<file path="src/rtl/muldiv_pkg.sv">
// Shared encodings for the sequential multiply/divide unit.
package muldiv_pkg;

    typedef enum logic [1:0] {
        OP_MUL  = 2'b00,
        OP_MULU = 2'b01,
        OP_DIV  = 2'b10,
        OP_DIVU = 2'b11
    } op_e;

    typedef enum logic [2:0] {
        ST_IDLE,
        ST_PREP,
        ST_RUN,
        ST_FIX,
        ST_DONE
    } state_e;

    function automatic logic op_is_signed(input op_e o);
        return ~o[0];
    endfunction

    function automatic logic op_is_div(input op_e o);
        return o[1];
    endfunction

endpackage

</file>
<file path="src/rtl/muldiv_seq_unit_cond_negate.sv">
// Two's-complement conditional negation: o_val = i_neg ? -i_val : i_val.
module cond_negate #(
    parameter int W = 32
) (
    input  logic         i_neg,
    input  logic [W-1:0] i_val,
    output logic [W-1:0] o_val
);

    assign o_val = i_neg ? ('0 - i_val) : i_val;

endmodule

</file>
<file path="src/rtl/muldiv_seq_unit.sv">
// Multi-cycle signed/unsigned multiply and divide producing HI/LO with a start/done handshake.
module muldiv_seq_unit
    import muldiv_pkg::*;
#(
    parameter int WIDTH = 32
) (
    input  logic             clk,
    input  logic             clr,
    input  logic             start,
    input  logic [1:0]       op,
    input  logic [WIDTH-1:0] a,
    input  logic [WIDTH-1:0] b,
    output logic             busy,
    output logic             done,
    output logic [WIDTH-1:0] hi,
    output logic [WIDTH-1:0] lo,
    output logic             div_by_zero
);

    localparam int CW = $clog2(WIDTH) + 1;

    state_e               r_state;
    op_e                  r_op;
    logic [WIDTH-1:0]     r_a, r_b, r_ma, r_mb;
    logic [2*WIDTH-1:0]   r_acc;
    logic [CW-1:0]        r_cnt;

    logic                 w_sgn, w_div, w_neg_q, w_neg_r;
    logic [WIDTH-1:0]     w_ma, w_mb, w_quot, w_rem;
    logic [2*WIDTH-1:0]   w_prod;
    logic [WIDTH:0]       w_msum, w_rsh;
    logic [WIDTH-1:0]     w_rdiff, w_rnew;
    logic                 w_ge;

    assign w_sgn   = op_is_signed(r_op);
    assign w_div   = op_is_div(r_op);
    assign w_neg_q = w_sgn & (r_a[WIDTH-1] ^ r_b[WIDTH-1]);
    assign w_neg_r = w_sgn & r_a[WIDTH-1];

    cond_negate #(.W(WIDTH))   u_mag_a (.i_neg(w_neg_r),                 .i_val(r_a),               .o_val(w_ma));
    cond_negate #(.W(WIDTH))   u_mag_b (.i_neg(w_sgn & r_b[WIDTH-1]),    .i_val(r_b),               .o_val(w_mb));
    cond_negate #(.W(2*WIDTH)) u_prod  (.i_neg(w_neg_q),                 .i_val(r_acc),             .o_val(w_prod));
    cond_negate #(.W(WIDTH))   u_quot  (.i_neg(w_neg_q),                 .i_val(r_acc[WIDTH-1:0]),  .o_val(w_quot));
    cond_negate #(.W(WIDTH))   u_rem   (.i_neg(w_neg_r),                 .i_val(r_acc[2*WIDTH-1:WIDTH]), .o_val(w_rem));

    // Multiply: accumulator is {partial product, remaining multiplier bits}, shifted right each step.
    assign w_msum  = {1'b0, r_acc[2*WIDTH-1:WIDTH]} + (r_acc[0] ? {1'b0, r_ma} : '0);

    // Divide: accumulator is {remainder, dividend/quotient}; quotient bits shift in at the bottom.
    assign w_rsh   = r_acc[2*WIDTH-1:WIDTH-1];
    assign w_ge    = w_rsh >= {1'b0, r_mb};
    assign w_rdiff = w_rsh[WIDTH-1:0] - r_mb;
    assign w_rnew  = w_ge ? w_rdiff : w_rsh[WIDTH-1:0];

    always_ff @(posedge clk or negedge clr) begin
        if (!clr) begin
            r_state     <= ST_IDLE;
            r_op        <= OP_MUL;
            r_a         <= '0;
            r_b         <= '0;
            r_ma        <= '0;
            r_mb        <= '0;
            r_acc       <= '0;
            r_cnt       <= '0;
            busy        <= 1'b0;
            done        <= 1'b0;
            hi          <= '0;
            lo          <= '0;
            div_by_zero <= 1'b0;
        end else begin
            case (r_state)
                ST_IDLE, ST_DONE: begin
                    done <= 1'b0;
                    if (start) begin
                        r_op        <= op_e'(op);
                        r_a         <= a;
                        r_b         <= b;
                        busy        <= 1'b1;
                        div_by_zero <= 1'b0;
                        r_state     <= ST_PREP;
                    end else begin
                        r_state     <= ST_IDLE;
                    end
                end
                ST_PREP: begin
                    r_ma  <= w_ma;
                    r_mb  <= w_mb;
                    r_cnt <= CW'(WIDTH);
                    r_acc <= {{WIDTH{1'b0}}, (w_div ? w_ma : w_mb)};
                    if (w_div && (r_b == '0)) begin
                        hi          <= r_a;
                        lo          <= '1;
                        div_by_zero <= 1'b1;
                        done        <= 1'b1;
                        busy        <= 1'b0;
                        r_state     <= ST_DONE;
                    end else begin
                        r_state     <= ST_RUN;
                    end
                end
                ST_RUN: begin
                    r_acc <= w_div ? {w_rnew, r_acc[WIDTH-2:0], w_ge}
                                   : {w_msum, r_acc[WIDTH-1:1]};
                    r_cnt <= r_cnt - CW'(1);
                    if (r_cnt == CW'(1)) begin
                        r_state <= ST_FIX;
                    end
                end
                ST_FIX: begin
                    if (w_div) begin
                        hi <= w_rem;
                        lo <= w_quot;
                    end else begin
                        {hi, lo} <= w_prod;
                    end
                    done    <= 1'b1;
                    busy    <= 1'b0;
                    r_state <= ST_DONE;
                end
                default: r_state <= ST_IDLE;
            endcase
        end
    end

endmodule

</file>
<file path="config.mk">
export PLATFORM = sky130hd
export DESIGN_NAME = muldiv_seq_unit
export DESIGN_NICKNAME = d
export VERILOG_FILES = /design/src/rtl/muldiv_pkg.sv /design/src/rtl/muldiv_seq_unit_cond_negate.sv /design/src/rtl/muldiv_seq_unit.sv
export SDC_FILE = /design/constraint.sdc
export NUM_CORES = 1
export LEC_CHECK = 0
export ABC_AREA = 0
export CORE_MARGIN = 2
export CORE_UTILIZATION = 60
export DETAILED_ROUTE_END_ITERATION = 7
export GPL_ROUTABILITY_DRIVEN = 0
export HOLD_SLACK_MARGIN = 0.15
export MAX_ROUTING_LAYER = met4
export PLACE_DENSITY = 0.82
export SLEW_MARGIN = 5
export SYNTH_ARGS = -nofsm -noshare
export SYNTH_HDL_FRONTEND = slang
export SYNTH_SLANG_ARGS = --single-unit
</file>
<file path="constraint.sdc">
create_clock -name clk -period 3.8 [get_ports clk]
set_input_delay 0.76 -clock clk [delete_from_list [all_inputs] [get_ports clk]]
set_output_delay 0.76 -clock clk [all_outputs]
set_load 0.02 [all_outputs]
</file>
==> results.cfg <==
[timing]
finalSetupTns_ns = 0
setup_ws_ns = 0.280
finalCriticalPeriod_ns = 3.52
relSlewSlack_pct = 14.5
grt_setup_unrepaired = false
finalMaxSlewViolations = 0
clock.fmax_mhz = 284
finalCritPeriodShare_pct = 92.6
worst_pin_slew_ns = 1.28
hold_violations = 0
fin_skew_ns = 0.0268
finalSetupViolCount = 0

[place]
dp_cells = 2484
hpwl_um = 41000
io_buffers = 135
post-place-ws_ns = 0.302
placedInstanceArea_sq_um = 19800

[detailed_routing]
finalWirelength_um = 56200
avgViaCountPerCell = 6.60
drt_pass1_iterations = 6
vias = 16761
drt_iter0_drc = 2248
post_drt_wl_per_cell_um = 22.1
antenna_left = 0
drc_errors = 0

[die]
die_w_um = 177
dieArea_sq_um = 31200
die_h_um = 177
initial_core_util_pct = 60.6
num_rows = 63
pin_count = 136
coreArea_sq_um = 29500

[final_layout]
drive_gt1_share_pct = 10.2
seq_area_sq_um = 6760
syn2layout_area_growth_pct = 17.0
multi_input_area_sq_um = 10400
fin_nets = 2267
mostFrequentLayoutCells = 269 x dfrtp_1, 178 x nand2_1, 174 x a21oi_1
final_cell_count_no_fill = 2541
final_common_cell = dfrtp_1
nFillCells = 2234
design_area_sq_um = 20900

[setup_path]
ff2ff_setup_slack_ns = 0.28
cp.required_ns = 4.24
crit_type = reg -> reg
cp-end-kind = flop
crit_fanout = 21
cp-start-kind = flop
worstPathArrival_ns = 3.96

[logic_synthesis]
synth_seq_area_share_pct = 37.8
synth.area.top_cells = dfrtp_1 38%, a21oi_1 4.9%, ha_1 4.9%
syn-num-nets = 2160
netlist.area_leader.share_pct = 37.8
ys_seq_elements = 270
synth-async-reset-ratio_pct = 100
yosys.area.top_type = dfrtp_1
avgSynthCellArea_sq_um = 8.85
synth_area_sq_um = 17900
synth_cells = 2019
ys_dominant_reg_cell = dfrtp_1
ys_warn_count = 0
synth_cell_types = 75
synth_edf_count = 0

[clocking]
cts.sink_count = 270
tritoncts = built
cts-root-buf = clkbuf_16
h-tree-depth = 1
clock_path_buffers = 3
clkTransAtPathRegs_ns = 0.06
clock_latency_ns = 0.58
cts_buffers = 30

[outcome]
status = complete, no violations

[global_routing]
grt_overflow = 0
grt_first_pass_wirelength_um = 88000
grt_pass1_vias = 16112
grt_max_degree = 127
antenna_found_initial = 1
grt_usage_pct = 37.1

[power]
ir_worst_vdd_mv = 0.552
power_density_nw_per_um2 = 1120
total_leakage_power_nw = 8.98

[run]
max_cap_viol_count = 0

[min_path]
hold_class = in -> async
per-layer routing:
| metal | vias up | track usage (%) | wire (um) |
|---|---|---|---|
| li1 | 7494 | - | - |
| met1 | 8010 | 46.6 | 21200 |
| met2 | 996 | 55.7 | 25400 |
| met3 | 261 | 8.14 | 5720 |
| met4 | 0 | 20.8 | 3850 |
| met5 | - | - | 0 |
layout make-up:
cell class	count	share of cell area (%)
Sequential cell	270	32.3
Clock inverter	18	1.38
Inverter	61	1.10
Timing Repair Buffer	198	8.93
Antenna cell	2	0.0239
Clock buffer	37	3.96
Multi-Input combinational cell	1565	49.9
Tap cell	390	2.33
per-stage QoR:
| stage | utilization [%] | hold WS (ns) | power (mW) |
|---|---|---|---|
| 2_1_floorplan | - | 0.438 | 14.9 |
| 3_3_place_gp | 67.1 | 0.456 | 19.1 |
| 3_5_place_dp | 67.1 | 0.459 | 19.6 |
| 4_1_cts | 70.9 | 0.355 | 23.0 |
| 5_1_grt | 70.9 | 0.387 | 24.8 |
| 6_report | 70.9 | 0.305 | 23.5 |
cells in the mapped netlist, drive strengths merged, types with 61 or more instances:
cell and count:
a21oi 176, clkbuf 101, dfrtp 270, ha 70
inv 61, mux2 68, nand2 179, nor2 146
nor3 70, o21ai 165, xnor2 98, xor2 79
report_power, final:
group | total [mW] | switching (mW) | internal, mW
sequential | 5.91 | 1.66 | 4.25
combinational | 14.3 | 8.62 | 5.70
clock | 3.27 | 1.25 | 2.02
total | 23.5 | 11.5 | 12.0
worst max-delay path: stages (launching register included):
cell,delay [ns]
dfrtp_1,0.48
buf_4,0.24
and2_1,0.15
ha_1,0.34
a21o_1,0.20
a21o_1,0.18
a2111oi_0,0.46
buf_4,0.20
a21o_1,0.14
o31ai_1,0.15
a41oi_1,0.30
xor2_1,0.18
o21ai_0,0.09
a221o_1,0.27
cell families after synthesis:
group	synth area share, %
fa+ha+maj	5.13
mux	7.48
simple gates	16.2
xor+xnor	8.68
buf+inv	4.02
flops	37.8
compound gates	20.7
timing repair:
action	4_1_cts	5_1_grt
hold endpoints to repair	0	0
gates resized for setup	0	3
hold buffers	0	0
setup endpoints to repair	0	3
setup buffers	0	0
path summary, 6_finish.rpt:
| check | from | endpoint | cells past startpoint |
|---|---|---|---|
| worst min-delay path | clr | r_b[5] | 1 |
| max in group asynchronous | clr | r_ma[21] | 2 |
| min in group clk | r_ma[26] | r_ma[26] | 2 |
| worst max-delay path | r_acc[0] | r_acc[60] | 13 |
| worst min register to register | r_ma[26] | r_ma[26] | 2 |
| worst max register to register | r_acc[0] | r_acc[60] | 13 |
flip-flops by register name, summed over array words and instances (netlist names):
| register | count |
|---|---|
| r_state | 3 |
| r_mb | 32 |
| r_b | 32 |
| r_ma | 32 |
| r_cnt | 6 |
| hi | 32 |
| lo | 32 |
| r_op | 2 |
| busy | 1 |
| r_a | 32 |
| done | 1 |
| r_acc | 64 |
| div_by_zero | 1 |
Power figures use the tool's default switching activity.
